**config.mk**
```make
export PLATFORM = sky130hd
export DESIGN_NAME = keypad_cursor_ctrl
export DESIGN_NICKNAME = d
export VERILOG_FILES = /design/src/rtl/keypad_cursor_ctrl_pkg.sv /design/src/rtl/keypad_cursor_ctrl_btn_sync_edge.sv /design/src/rtl/keypad_cursor_ctrl.sv
export SDC_FILE = /design/constraint.sdc
export NUM_CORES = 1
export LEC_CHECK = 0
export ABC_AREA = 1
export CAP_MARGIN = 0
export CORE_AREA = 2 2 128 130
export CTS_CLUSTER_DIAMETER = 30
export DETAILED_ROUTE_END_ITERATION = 12
export DIE_AREA = 0 0 130 132
export HOLD_SLACK_MARGIN = 0.06
export PLACE_DENSITY = 0.57
export SYNTH_ARGS = -nofsm -noshare
export SYNTH_HDL_FRONTEND = slang
export SYNTH_SLANG_ARGS = --single-unit
```
**constraint.sdc**
```tcl
create_clock -name i_clk -period 5.5 [get_ports i_clk]
set_input_delay 0.825 -clock i_clk [delete_from_list [all_inputs] [get_ports i_clk]]
set_output_delay 0.825 -clock i_clk [all_outputs]
set_load 0.05 [all_outputs]
```
**src/rtl/keypad_cursor_ctrl_pkg.sv**
```systemverilog
// rtl/keypad_cursor_ctrl_pkg.sv - grid constants, FSM/direction enums and one-hot key mapping
package keypad_cursor_ctrl_pkg;

  localparam int NUM_KEYS  = 26;
  localparam int COLS      = 5;
  localparam int POS_RESET = 20;
  localparam int POS_EXTRA = 25;

  typedef enum logic [1:0] {
    ST_IDLE,
    ST_HOLD,
    ST_REPEAT
  } state_t;

  // Encoding doubles as the button index and the step priority order.
  typedef enum logic [1:0] {
    DIR_UP,
    DIR_DOWN,
    DIR_LEFT,
    DIR_RIGHT
  } dir_t;

  function automatic logic [4:0] onehot_bit(input logic [4:0] pos);
    logic [4:0] b;
    b = 5'd0;
    case (pos)
      5'd20: b = 5'd0;
      5'd21: b = 5'd1;
      5'd22: b = 5'd2;
      5'd23: b = 5'd3;
      5'd15: b = 5'd4;
      5'd16: b = 5'd5;
      5'd17: b = 5'd6;
      5'd18: b = 5'd7;
      5'd10: b = 5'd8;
      5'd11: b = 5'd9;
      5'd12: b = 5'd10;
      5'd13: b = 5'd11;
      5'd5:  b = 5'd12;
      5'd6:  b = 5'd13;
      5'd7:  b = 5'd14;
      5'd8:  b = 5'd15;
      5'd25: b = 5'd16;
      5'd9:  b = 5'd17;
      5'd2:  b = 5'd18;
      5'd3:  b = 5'd19;
      5'd0:  b = 5'd20;
      5'd1:  b = 5'd21;
      5'd19: b = 5'd22;
      5'd14: b = 5'd23;
      5'd24: b = 5'd24;
      5'd4:  b = 5'd25;
      default: b = 5'd0;
    endcase
    return b;
  endfunction

  function automatic logic [NUM_KEYS-1:0] onehot_vec(input logic [4:0] pos);
    logic [NUM_KEYS-1:0] v;
    v = '0;
    v[onehot_bit(pos)] = 1'b1;
    return v;
  endfunction

endpackage

```
**src/rtl/keypad_cursor_ctrl_btn_sync_edge.sv**
```systemverilog
// rtl/keypad_cursor_ctrl_btn_sync_edge.sv - 2-flop synchronizer with rising-edge detect
module btn_sync_edge (
  input  logic i_clk,
  input  logic i_rst_n,
  input  logic i_btn,
  output logic o_level,
  output logic o_rise
);

  logic       r_sync1;
  logic       r_sync2;
  logic       r_prev;
  logic [2:0] r_fill;

  // r_fill marks when r_prev holds a real pin sample, so a button held
  // through reset release is not mistaken for a fresh press.
  always_ff @(posedge i_clk or negedge i_rst_n) begin
    if (!i_rst_n) begin
      r_sync1 <= 1'b0;
      r_sync2 <= 1'b0;
      r_prev  <= 1'b0;
      r_fill  <= 3'b000;
    end else begin
      r_sync1 <= i_btn;
      r_sync2 <= r_sync1;
      r_prev  <= r_sync2;
      r_fill  <= {r_fill[1:0], 1'b1};
    end
  end

  assign o_level = r_sync2;
  assign o_rise  = r_fill[2] & r_sync2 & ~r_prev;

endmodule

```
**src/rtl/keypad_cursor_ctrl.sv**
```systemverilog
// rtl/keypad_cursor_ctrl.sv - keypad cursor navigation with hold auto-repeat and key select strobe
module keypad_cursor_ctrl
  import keypad_cursor_ctrl_pkg::*;
#(
  parameter int REPEAT_DELAY = 25_000_000,
  parameter int REPEAT_RATE  = 5_000_000
) (
  input  logic                i_clk,
  input  logic                i_rst_n,
  input  logic                i_btn_up,
  input  logic                i_btn_down,
  input  logic                i_btn_left,
  input  logic                i_btn_right,
  input  logic                i_btn_ok,
  output logic [4:0]          o_pos,
  output logic                o_key_valid,
  output logic [4:0]          o_key_code,
  output logic [NUM_KEYS-1:0] o_key_onehot
);

  localparam logic [24:0] DELAY_M1 = 25'(REPEAT_DELAY - 1);
  localparam logic [24:0] RATE_M1  = 25'(REPEAT_RATE - 1);

  function automatic logic [4:0] next_pos(input logic [4:0] p, input dir_t d);
    logic [2:0] row;
    logic [2:0] col;
    logic [4:0] np;
    row = 3'(p / 5'(COLS));
    col = 3'(p % 5'(COLS));
    np  = p;
    if (p == 5'(POS_EXTRA)) begin
      case (d)
        DIR_UP:   np = 5'd20;
        DIR_DOWN: np = 5'd0;
        default:  np = p;
      endcase
    end else begin
      case (d)
        DIR_RIGHT: np = (col == 3'd4) ? p - 5'd4 : p + 5'd1;
        DIR_LEFT:  np = (col == 3'd0) ? p + 5'd4 : p - 5'd1;
        DIR_DOWN:  np = (row == 3'd4) ? ((col == 3'd0) ? 5'(POS_EXTRA) : {2'b00, col})
                                      : p + 5'd5;
        DIR_UP:    np = (row == 3'd0) ? ((col == 3'd0) ? 5'(POS_EXTRA) : 5'd20 + {2'b00, col})
                                      : p - 5'd5;
        default:   np = p;
      endcase
    end
    return np;
  endfunction

  logic [3:0] w_btn;
  logic [3:0] w_level;
  logic [3:0] w_rise;
  logic       w_ok_level;
  logic       w_ok_rise;

  assign w_btn = {i_btn_right, i_btn_left, i_btn_down, i_btn_up};

  for (genvar g = 0; g < 4; g++) begin : g_dir_sync
    btn_sync_edge u_sync (
      .i_clk   (i_clk),
      .i_rst_n (i_rst_n),
      .i_btn   (w_btn[g]),
      .o_level (w_level[g]),
      .o_rise  (w_rise[g])
    );
  end

  btn_sync_edge u_ok_sync (
    .i_clk   (i_clk),
    .i_rst_n (i_rst_n),
    .i_btn   (i_btn_ok),
    .o_level (w_ok_level),
    .o_rise  (w_ok_rise)
  );

  state_t              r_state;
  state_t              w_state_nxt;
  dir_t                r_dir;
  dir_t                w_dir_nxt;
  dir_t                w_step_dir;
  logic                w_step;
  logic [24:0]         r_cnt;
  logic [24:0]         w_cnt_nxt;
  logic [4:0]          r_pos;
  logic                r_key_valid;
  logic [4:0]          r_key_code;
  logic [NUM_KEYS-1:0] r_key_onehot;

  always_ff @(posedge i_clk or negedge i_rst_n) begin
    if (!i_rst_n) begin
      r_state <= ST_IDLE;
      r_dir   <= DIR_UP;
      r_cnt   <= '0;
    end else begin
      r_state <= w_state_nxt;
      r_dir   <= w_dir_nxt;
      r_cnt   <= w_cnt_nxt;
    end
  end

  always_comb begin
    w_state_nxt = r_state;
    w_dir_nxt   = r_dir;
    w_cnt_nxt   = r_cnt;
    w_step      = 1'b0;
    w_step_dir  = r_dir;
    case (r_state)
      ST_IDLE: begin
        if (|w_rise) begin
          if (w_rise[DIR_UP])        w_step_dir = DIR_UP;
          else if (w_rise[DIR_DOWN]) w_step_dir = DIR_DOWN;
          else if (w_rise[DIR_LEFT]) w_step_dir = DIR_LEFT;
          else                       w_step_dir = DIR_RIGHT;
          w_step      = 1'b1;
          w_dir_nxt   = w_step_dir;
          w_cnt_nxt   = '0;
          w_state_nxt = ST_HOLD;
        end
      end
      ST_HOLD: begin
        if (!w_level[r_dir]) begin
          w_cnt_nxt   = '0;
          w_state_nxt = ST_IDLE;
        end else if (r_cnt == DELAY_M1) begin
          w_step      = 1'b1;
          w_cnt_nxt   = '0;
          w_state_nxt = ST_REPEAT;
        end else begin
          w_cnt_nxt = r_cnt + 25'd1;
        end
      end
      ST_REPEAT: begin
        if (!w_level[r_dir]) begin
          w_cnt_nxt   = '0;
          w_state_nxt = ST_IDLE;
        end else if (r_cnt == RATE_M1) begin
          w_step    = 1'b1;
          w_cnt_nxt = '0;
        end else begin
          w_cnt_nxt = r_cnt + 25'd1;
        end
      end
      default: begin
        w_cnt_nxt   = '0;
        w_state_nxt = ST_IDLE;
      end
    endcase
  end

  // The select strobe samples r_pos before any same-cycle step lands.
  always_ff @(posedge i_clk or negedge i_rst_n) begin
    if (!i_rst_n) begin
      r_pos        <= 5'(POS_RESET);
      r_key_valid  <= 1'b0;
      r_key_code   <= '0;
      r_key_onehot <= '0;
    end else begin
      if (w_step) begin
        r_pos <= next_pos(r_pos, w_step_dir);
      end
      r_key_valid  <= w_ok_rise;
      r_key_code   <= w_ok_rise ? r_pos : 5'd0;
      r_key_onehot <= w_ok_rise ? onehot_vec(r_pos) : '0;
    end
  end

  assign o_pos        = r_pos;
  assign o_key_valid  = r_key_valid;
  assign o_key_code   = r_key_code;
  assign o_key_onehot = r_key_onehot;

endmodule

```
# Word-level counts from Yosys, hierarchy flattened

Memory sizes are Yosys's and may differ from the RTL's.
Cells that the tools add are included.

Flip-flop bits (word level): 96
Latch bits: 0
Bits in writable memories: 0
Bits in read-only memories: 160
Input bits: 7
Word-level logic and storage cells: 115
Memories: 1

Memory list:

| name             | words | width | rd ports | clocked after memory_dff | wr ports | line                         | source |
|---|---|---|---|---|---|---|---|
| (name not given) | 32    | 5     | 1        | 0                        | 0        | keypad_cursor_ctrl_pkg.sv:26 | `case (pos)` |

Add/subtract/negate cells: 8
Multiply operators: 0
Divide/modulo/power cells: 2
Magnitude comparators: 3
Equal/unequal tests: 14
Shift-type cells: 0
Multiplexer cells: 37
Bitwise gates (word level): 15
Reductions and logical operators: 8

Operators by type and width:

| operator                                                    | number |
|---|---|
| 2-to-1 mux 25 bit                                           | 5 |
| case mux 25 bit (3 select lines)                            | 1 |
| 2-to-1 mux 5 bit                                            | 8 |
| 2-to-1 mux 26 bit                                           | 1 |
| adder 25 x 1 -> 25 bit (second input constant)              | 1 |
| == test 25 x 23 -> 1 bit (second input constant)            | 1 |
| == test 25 bit (second input constant)                      | 1 |
| case mux 5 bit (4 select lines)                             | 1 |
| 2-to-1 mux 2 bit                                            | 8 |
| adder 5 x 3 -> 5 bit (second input constant)                | 2 |
| AND 1 bit                                                   | 10 |
| case mux 5 bit (2 select lines)                             | 1 |
| subtractor 5 x 3 -> 5 bit (second input constant)           | 2 |
| 2-to-1 mux 1 bit                                            | 8 |
| == test 2 bit (second input constant)                       | 3 |
| == test 3 bit (second input constant)                       | 2 |
| logical NOT 3 bit                                           | 2 |
| less-than comparator 5 x 6 -> 1 bit (second input constant) | 1 |
| case mux 2 bit (3 select lines)                             | 1 |
| adder 5 x 1 -> 5 bit (second input constant)                | 1 |
| adder 5 x 3 -> 5 bit (first input constant)                 | 1 |
| demux 1 bit (select 5 bit)                                  | 1 |
| divider 5 x 3 -> 5 bit (second input constant)              | 1 |
| == test 5 bit (second input constant)                       | 1 |
| 16 further kinds                                            | 23 |

# Longest topological paths before layout

Gate-level depths: netlist of run 1.

Word-level depth: 10
Gate-level depth with buffers: 28

# Hierarchy

Synthesis of run 1 repeated with hierarchy kept, for this count alone.

Cells, all modules: 591
Area total of the unflattened synthesis: 4,951.0 sq um

By module, submodules not included:

| module             | instances | cells an instance | area an instance (sq um) |
|---|---|---|---|
| keypad_cursor_ctrl | 1         | 546               | 4,131.5 |
| btn_sync_edge      | 5         | 9                 | 163.9 |

# Least setup slack after synthesis of run 1

No wires, ideal clock.

Path type: register to register
Start point: register r_pos[0], in the netlist o_pos[0]
End point: register r_pos[0], in the netlist o_pos[0]
Library setup time: 0.119 ns
Data arrival time: 3.332 ns
Setup slack: 2.050 ns
Stages on the path, launching flop included: 24
Buffers on the path: 0
Cell sequence: dfrtp_1 -> inv_1 -> ha_1 -> nand2_1 -> nand2_2 -> nand2_2 -> nand3_1 -> nand2_2 -> nand3_1 -> nand2_1 -> inv_1 -> ha_1 -> nor2_1 -> nand3_2 -> nand2_4 -> nand2_4 -> a21oi_4 -> nand3_4 -> nand2_1 -> nand3_1 -> a21oi_1 -> nand2_1 -> nand3_1 -> nand2_1

Longest elaborated chain between the ends: 6
Elaborated cells between the ends (all ways): 24
Classes of those cells: add/sub (7); div (2); eq/ne (4); mux (8); reduce/logical (3)

Ends and longest elaborated chain:

| item                                                             | line                                                                         | source |
|---|---|---|
| start, declared                                                  | keypad_cursor_ctrl.sv:85                                                     | `logic [4:0] r_pos;` |
| start signal, assigned                                           | keypad_cursor_ctrl.sv:154                                                    | `r_pos <= 5'(POS_RESET);` |
| start signal, assigned                                           | keypad_cursor_ctrl.sv:160                                                    | `r_pos <= next_pos(r_pos, w_step_dir);` |
| remainder unit 5 x 3 -> 5 bit                                    | keypad_cursor_ctrl.sv:29                                                     | `col = 3'(p % 5'(COLS));` |
| adder 5 x 3 -> 5 bit / logical NOT 3 bit (equally long branches) | keypad_cursor_ctrl.sv:43, keypad_cursor_ctrl.sv:40, keypad_cursor_ctrl.sv:41 |  |
| 2-to-1 mux 5 bit, on equally long branches (2 in a row)          | keypad_cursor_ctrl.sv:43, keypad_cursor_ctrl.sv:41                           |  |
| case mux 5 bit (4 select lines)                                  | keypad_cursor_ctrl.sv:38                                                     | `case (d)` |
| 2-to-1 mux 5 bit                                                 | keypad_cursor_ctrl.sv:31                                                     | `if (p == 5'(POS_EXTRA)) begin` |

Parallel ways exist; a longest one is shown, timed or not.
A chain may end at the register's enable or synchronous reset.

# Worst setup path after layout of run 1

Start point: register r_pos[3], in the netlist o_pos[3]
End point: register r_pos[1], in the netlist o_pos[1]

The elaborated chain is that of the path after synthesis.

==> results of run 1 <==
-- per-stage QoR --
step,instances,area [µm²]
after floorplan,561,4522
after global placement,815,5197
after detailed placement,815,5197
after CTS,831,5460
after global routing,831,5460
final,831,5460
-- state kept, by name, summed over array words and instances (netlist names), 2 cells and up --
signal and flops:
g_dir_sync.u_sync.r_sync1 4, r_dir 2, o_key_onehot 26, g_dir_sync.u_sync.r_prev 4
o_key_code 5, o_pos 5, r_state 2, g_dir_sync.u_sync.o_level 4
r_cnt 25, u_ok_sync.r_fill 2
-- kinds of logic (layout without fill, tap and decap cells) --
| logic type | Yosys count | in the layout | synth area share |
|---|---|---|---|
| AND/OR/NAND/NOR | 285 | 285 | 0.2858 |
| flip-flops | 84 | 84 | 0.4654 |
| AO/OA/AOI/OAI | 80 | 80 | 0.09962 |
| buffers and inverters | 78 | 132 | 0.06696 |
| adder cells (fa/ha/maj) | 21 | 21 | 0.05811 |
| XOR/XNOR | 12 | 12 | 0.02324 |
| other | 1 | 1 | 0.0008293 |
-- worst max-delay path by stage --
| stage | slack (ns) | end |
|---|---|---|
| after global placement | 1.71 | o_pos[0]$_DFFE_PN0P_ |
| after CTS | 1.62 | o_pos[1]$_DFFE_PN0P_ |
| after global routing | 1.30 | o_pos[4]$_DFFE_PN1P_ |
| final | 1.61 | o_pos[1]$_DFFE_PN0P_ |
| after detailed placement | 1.66 | o_pos[1]$_DFFE_PN0P_ |
| after floorplan | 2.05 | o_pos[0]$_DFFE_PN0P_ |
-- power by group --
part	total, mW	internal, mW	switching, mW
clock	0.545	0.305	0.239
sequential	0.782	0.678	0.105
combinational	1.80	0.556	1.25
total	3.13	1.54	1.59
-- worst max-delay path: stages (launching register included) --
cell and delay, ns:
dfrtp_1 0.75, inv_1 0.38, ha_1 0.30, nand2_1 0.07, nand2_2 0.07, nand2_2 0.11
nand3_1 0.09, nand2_2 0.10, nand3_1 0.11, nand2_1 0.11, inv_1 0.07, ha_1 0.18
nor2_1 0.13, nand3_2 0.13, nand2_4 0.10, nand2_4 0.07, a21oi_4 0.27, nand3_4 0.15
nor2_2 0.18, nand2_1 0.09, nand3_2 0.12, nor2_1 0.07, nand3_1 0.07, nand2_1 0.05
-- per-layer routing --
metal | GRT usage | part of all wire | vias up
met5 | 0 | 0 | -
met4 | 0.06093 | 0.024 | 0
met3 | 0.01583 | 0.040 | 20
met2 | 0.2097 | 0.47 | 101
met1 | 0.1786 | 0.46 | 1866
li1 | - | - | 1916
-- cell usage after synthesis (2+ instances only) --
library cell / instances / share of area
nand2_1: 110 / 0.091
nor2_1: 85 / 0.071
dfrtp_1: 82 / 0.45
inv_1: 67 / 0.056
nand3_1: 39 / 0.043
a21oi_1: 36 / 0.040
o21ai_0: 22 / 0.024
ha_1: 21 / 0.058
nor3_1: 12 / 0.013
nand4_1: 9 / 0.012
xor2_1: 9 / 0.017
nand2_2: 8 / 0.011
o21ai_1: 6 / 0.0066
inv_2: 4 / 0.0033
nor2_2: 4 / 0.0055
clkbuf_1: 3 / 0.0025
nor3_2: 3 / 0.0066
xnor2_1: 3 / 0.0058
a31oi_1: 2 / 0.0028
buf_1: 2 / 0.0017
dfstp_2: 2 / 0.012
nand2_4: 2 / 0.0050
nand3_2: 2 / 0.0044
nand3b_1: 2 / 0.0033
nor4_1: 2 / 0.0028
nor4_2: 2 / 0.0055
o211ai_1: 2 / 0.0033
o22ai_1: 2 / 0.0028
or2_2: 2 / 0.0028
-- layout make-up --
| cell class | count | share of cell area |
|---|---|---|
| Multi-Input combinational cell | 399 | 0.3873 |
| Sequential cell | 84 | 0.3854 |
| Timing Repair Buffer | 44 | 0.07974 |
| Inverter | 72 | 0.04995 |
| Tap cell | 216 | 0.04950 |
| Clock buffer | 12 | 0.04331 |
| Clock inverter | 4 | 0.004812 |
==> metrics.md, run 1 <==
| Metric | Value |
|---|---|
| Critical Path Source | `o_pos[3]$_DFFE_PN0P_` |
| Status | `complete, no violations` |
| Initial antenna violation count | `0` |
| IO Port Bufs | `43` |
| Startpoint types | `flip-flop` |
| Setup slack, reg-to-reg | `1.61 ns` |
| Initial DRC Count | `~320` |
| Post-synth cell types | `45` |
| Seq/Total Area, Yosys | `0.4654` |
| Arr. time, crit path | `4.13 ns` |
| Clk sinks | `84` |
| Clk_skew | `0.006398 ns` |
| WL final | `10860 µm` |
| Worst slew pin tran | `around 1.1 ns` |
| Gpl congestion | `0.9068` |
| DIE WIDTH | `130 µm` |
| Skew-Pair Late Insertion Delay | `0.34 ns` |
| Max-cap violations | `0` |
| YS warnings | `0` |
| Nets@finish | `between 600 and 700` |
| Place WS | `1.658 ns` |
| EDFF count, synth | `0` |
| Row Count | `46` |
| TritonCTS clock tree | `built` |
| Setup Fix Bufs, Post-CTS | `0` |
| DR vias/cell | `approximately 4.7` |
| Via count | `between 3000 and 4000` |
| Clock-pin slew on the worst setup and hold paths | `0.06 ns` |
| Cell Area, Synth | `4522 µm²` |
| Ys flop type | `dfrtp_1` |
| All-Layer GR Usage | `0.1320` |
| IO Pins | `44` |
| Relative slew margins | `0.2923` |
| Hold WS | `0.3451 ns` |
| Final core occ | `0.3475` |
| Hold path endpoint | `g_dir_sync[1].u_sync.o_level$_DFF_PN0_` |
| Syn nets | `589` |
| Setup TNS | `0 ns` |
| Tmin final | `3.894 ns` |
| Post-CTS Resized | `0` |
| Final Setup Violations | `0` |
| Final hold viol count | `0` |
| Final Max Slew Viols | `0` |
| Avg Inst Size Synth | `a little over 8 µm²` |
| Share of the clock period used by the worst path | `0.7080` |
| Register Area | `2105 µm²` |
| Final ANT Viol Nets | `0` |
| Yosys reg bits | `84` |
| Clk buf depth | `2` |
| HPWL reported at the end of detailed placement | `7972 µm` |
| Root Buffer | `clkbuf_16` |
| H-tree levels | `3` |
| Filler cells | `roughly 1600` |
| Number of cells on the worst reg-to-reg path | `23` |
| Most common cell after layout, fill and taps aside | `nand2_1` |
| Largest net degree at the start of global routing | `85` |
| Core box area | `15710 µm²` |
| Die Y | `132 µm` |
| Total grt overflow | `0` |
| Hold Path Class | `flip-flop to flip-flop` |
| Ant diodes | `0` |
| Final setup margin | `about 1.6 ns` |
| Required @ worst endpoint | `roughly 5.7 ns` |
| Asr flop ratio synth | `1.000` |
| DR pass1 iterations | `6` |
| Pwr Density | `573.3 nW/µm²` |
| Hold Path Depth | `0` |
| CP endpoint kind | `flip-flop` |
| Unrepaired setup endpoints after global routing | `false` |
| Drt drc | `0` |
| Worst r2r src | `o_pos[3]$_DFFE_PN0P_` |
| Pwr Total | `3.131 mW` |
| Routed WL per cell | `between 10 and 15 µm` |
| Cells after Synth | `561` |
| Worst Hold Launch | `g_dir_sync[1].u_sync.r_sync1$_DFF_PN0_` |
| WS Path Type | `flip-flop to flip-flop` |
| CTS buffer count | `9` |
| Worst R2R End | `o_pos[1]$_DFFE_PN0P_` |
| Die Area | `17160 µm²` |
| Number of hold buffers added after CTS | `0` |
| Peak fanout along the critical path | `16` |
| Area grow syn2layout | `20.75%` |
| Fmax | `~260 MHz` |
| Area of the multi-input gates | `2115 µm²` |
| Vias in the first global route | `between 3000 and 4000` |
| First-pass GRT wire length | `18150 µm` |
| Leak Pwr | `roughly 2.5 nW` |
| Initial core utilization | `0.2878` |
| Share of cells above drive strength 1 | `0.07967` |
| VDD IR max | `0.6454 mV` |
| Most frequent cells in the layout | `nand2_1, nor2_1, dfrtp_1` |
Power figures use the tool's default switching activity.
==> run 2, diff against run 1 <==
- clock period: 5.5 -> 4.1 ns (I/O delays scaled with it)
==> run 2 against run 1 <==
Net effect: register-to-register slack lost 0.98 ns; via count shrank 2.3%; clock power grew 59%; maximum frequency grew 12%; clock-buffer cell count shrank 3; highest routed layer unchanged.
==> metrics.md, run 2 (synthesized netlist as in run 1, its figures left out) <==
| Metric | Value |
|---|---|
| Nets@finish | `643` |
| Die Y | `around 130 µm` |
| HPWL reported at the end of detailed placement | `8012 µm` |
| TritonCTS clock tree | `built` |
| Peak fanout along the critical path | `20` |
| Final instance area | `5559 µm²` |
| Row Count | `46` |
| Skew-Pair Late Insertion Delay | `0.33 ns` |
| First-pass GRT wire length | `about 18000 µm` |
| Filler cells | `1605` |
| Hold WS | `0.3478 ns` |
| Final Max Slew Viols | `0` |
| DIE WIDTH | `about 130 µm` |
| Startpoint types | `flip-flop` |
| Final ANT Viol Nets | `0` |
| Critical Path Source | `o_pos[2]$_DFFE_PN1P_` |
| Relative slew margins | `0.3042` |
| H-tree levels | `3` |
| Pwr Density | `784.3 nW/µm²` |
| Clock-pin slew on the worst setup and hold paths | `0.06 ns` |
| Register Area | `between 2000 and 2500 µm²` |
| Arr. time, crit path | `3.68 ns` |
| WS Path Type | `flip-flop to flip-flop` |
| Post-DP Area | `5235 µm²` |
| WL final | `10740 µm` |
| Total grt overflow | `0` |
| Slowest-stage cell, CP | `dfstp_2` |
| All-Layer GR Usage | `0.1313` |
| Crit path largest cell delay | `0.78 ns` |
| Final hold viol count | `0` |
| Final Setup Violations | `0` |
| Most frequent cells in the layout | `nand2_1, nor2_1, dfrtp_1` |
| Worst Hold Launch | `g_dir_sync[2].u_sync.r_sync1$_DFF_PN0_` |
| Core box area | `15710 µm²` |
| Max-cap violations | `0` |
| Share of cells above drive strength 1 | `0.09194` |
| Number of hold buffers added after CTS | `0` |
| CTS buffer count | `9` |
| Initial DRC Count | `346` |
| Worst slew pin tran | `1.044 ns` |
| CP endpoint kind | `flip-flop` |
| Placed cells | `between 800 and 900` |
| Worst r2r src | `o_pos[2]$_DFFE_PN1P_` |
| Initial core utilization | `0.2878` |
| Clk sinks | `84` |
| Gpl congestion | `0.8901` |
| Routed WL per cell | `12.85 µm` |
| Hold Path Class | `flip-flop to flip-flop` |
| Most common cell after layout, fill and taps aside | `nand2_1` |
| IO Pins | `44` |
| Leak Pwr | `2.565 nW` |
| Unrepaired setup endpoints after global routing | `false` |
| IO Port Bufs | `43` |
| Initial antenna violation count | `0` |
| Vias in the first global route | `3727` |
| Crit path cell chain | `ha_1 > nand2_1 > nand2_2 > inv_1 > o21ai_1 > nand3_1 > nand2_1 > inv_1 > ha_1 > nor2_1 > nand3_2 > nor3_1 > a21oi_4 > nor2_4 > inv_2 > nand2_1 > o21ai_1 > o21ai_1 > inv_1 > nand2_1 > o21ai_1` |
| Required @ worst endpoint | `about 4.3 ns` |
| Ant diodes | `0` |
| Worst Path Buf+Inv | `4` |
| Share of the clock period used by the worst path | `0.8485` |
| Die Area | `17160 µm²` |
| Status | `complete, no violations` |
| DR pass1 iterations | `5` |
| Fmax | `about 290 MHz` |
| Clk buf depth | `2` |
| Area grow syn2layout | `22.94%` |
| VDD IR max | `between 0.6 and 0.7 mV` |
| Final cell count without fillers | `approximately 840` |
| Clk_skew | `0.006746 ns` |
| Number of flip-flops in the largest register | `26` |
| Setup TNS | `0 ns` |
| Tmin final | `~3.5 ns` |
| Root Buffer | `clkbuf_16` |
| Setup Fix Bufs, Post-CTS | `0` |
| Post-CTS Resized | `0` |
| Via count | `3813` |
| Area of the multi-input gates | `2115 µm²` |
| Drt drc | `0` |
| CP delay by family, top | `simple AND/OR/NAND/NOR gates` |
| Largest net degree at the start of global routing | `85` |
| DR vias/cell | `4.561` |
==> run 2: changes by cell type in the layout (fill, tap and decap cells not counted) <==
cell	delta
inv_6	+1
buf_4	+5
bufinv_16	+2
clkinv_2	-1
clkbuf_1	-3
clkinv_4	+1
==> run 2: per-layer routing <==
| metal | GRT usage | wire (µm) |
|---|---|---|
| met1 | 0.1743 | 4899 |
| met4 | 0.04421 | 110 |
| met5 | 0 | 0 |
| met3 | 0.02516 | 378 |
| met2 | 0.2138 | 5355 |
==> run 2: cell type report <==
type | count | share of cell area
Clock buffer | 9 | 0.04051
Clock inverter | 7 | 0.01778
Inverter | 72 | 0.04907
Multi-Input combinational cell | 399 | 0.3804
Sequential cell | 84 | 0.3786
Tap cell | 216 | 0.04862
Timing Repair Buffer | 49 | 0.08508
==> run 2: per-stage QoR <==
stage | utilization | setup slack [ns] | power, mW
2_1_floorplan | - | 0.6498 | 2.875
3_3_place_gp | 0.3332 | 0.6520 | 3.478
3_5_place_dp | 0.3332 | 0.6585 | 3.493
4_1_cts | 0.3538 | 0.6270 | 4.384
5_1_grt | 0.3538 | 0.2471 | 4.737
6_report | 0.3538 | 0.6214 | 4.360
==> run 2: path summary, 6_finish.rpt <==
| path | cells past startpoint | endpoint | slack [ns] |
|---|---|---|---|
| hold reg to reg | 0 | g_dir_sync[2].u_sync.o_level$_DFF_PN0_ | 0.35 |
| hold / removal | 0 | g_dir_sync[2].u_sync.o_level$_DFF_PN0_ | 0.35 |
| setup reg to reg | 21 | o_pos[3]$_DFFE_PN0P_ | 0.62 |
| max in group asynchronous | 1 | o_key_onehot[19]$_DFF_PN0_ | 2.96 |
| min in group asynchronous | 1 | r_cnt[1]$_DFFE_PN0P_ | 0.47 |
| setup / recovery | 21 | o_pos[3]$_DFFE_PN0P_ | 0.62 |
==> run 2: where the power goes <==
group | total (mW) | leakage [nW] | switching, mW | internal, mW
Clock | 0.869 | 0.156 | 0.333 | 0.536
Sequential | 0.979 | 1.11 | 0.0706 | 0.909
Combinational | 2.51 | 1.30 | 1.73 | 0.777
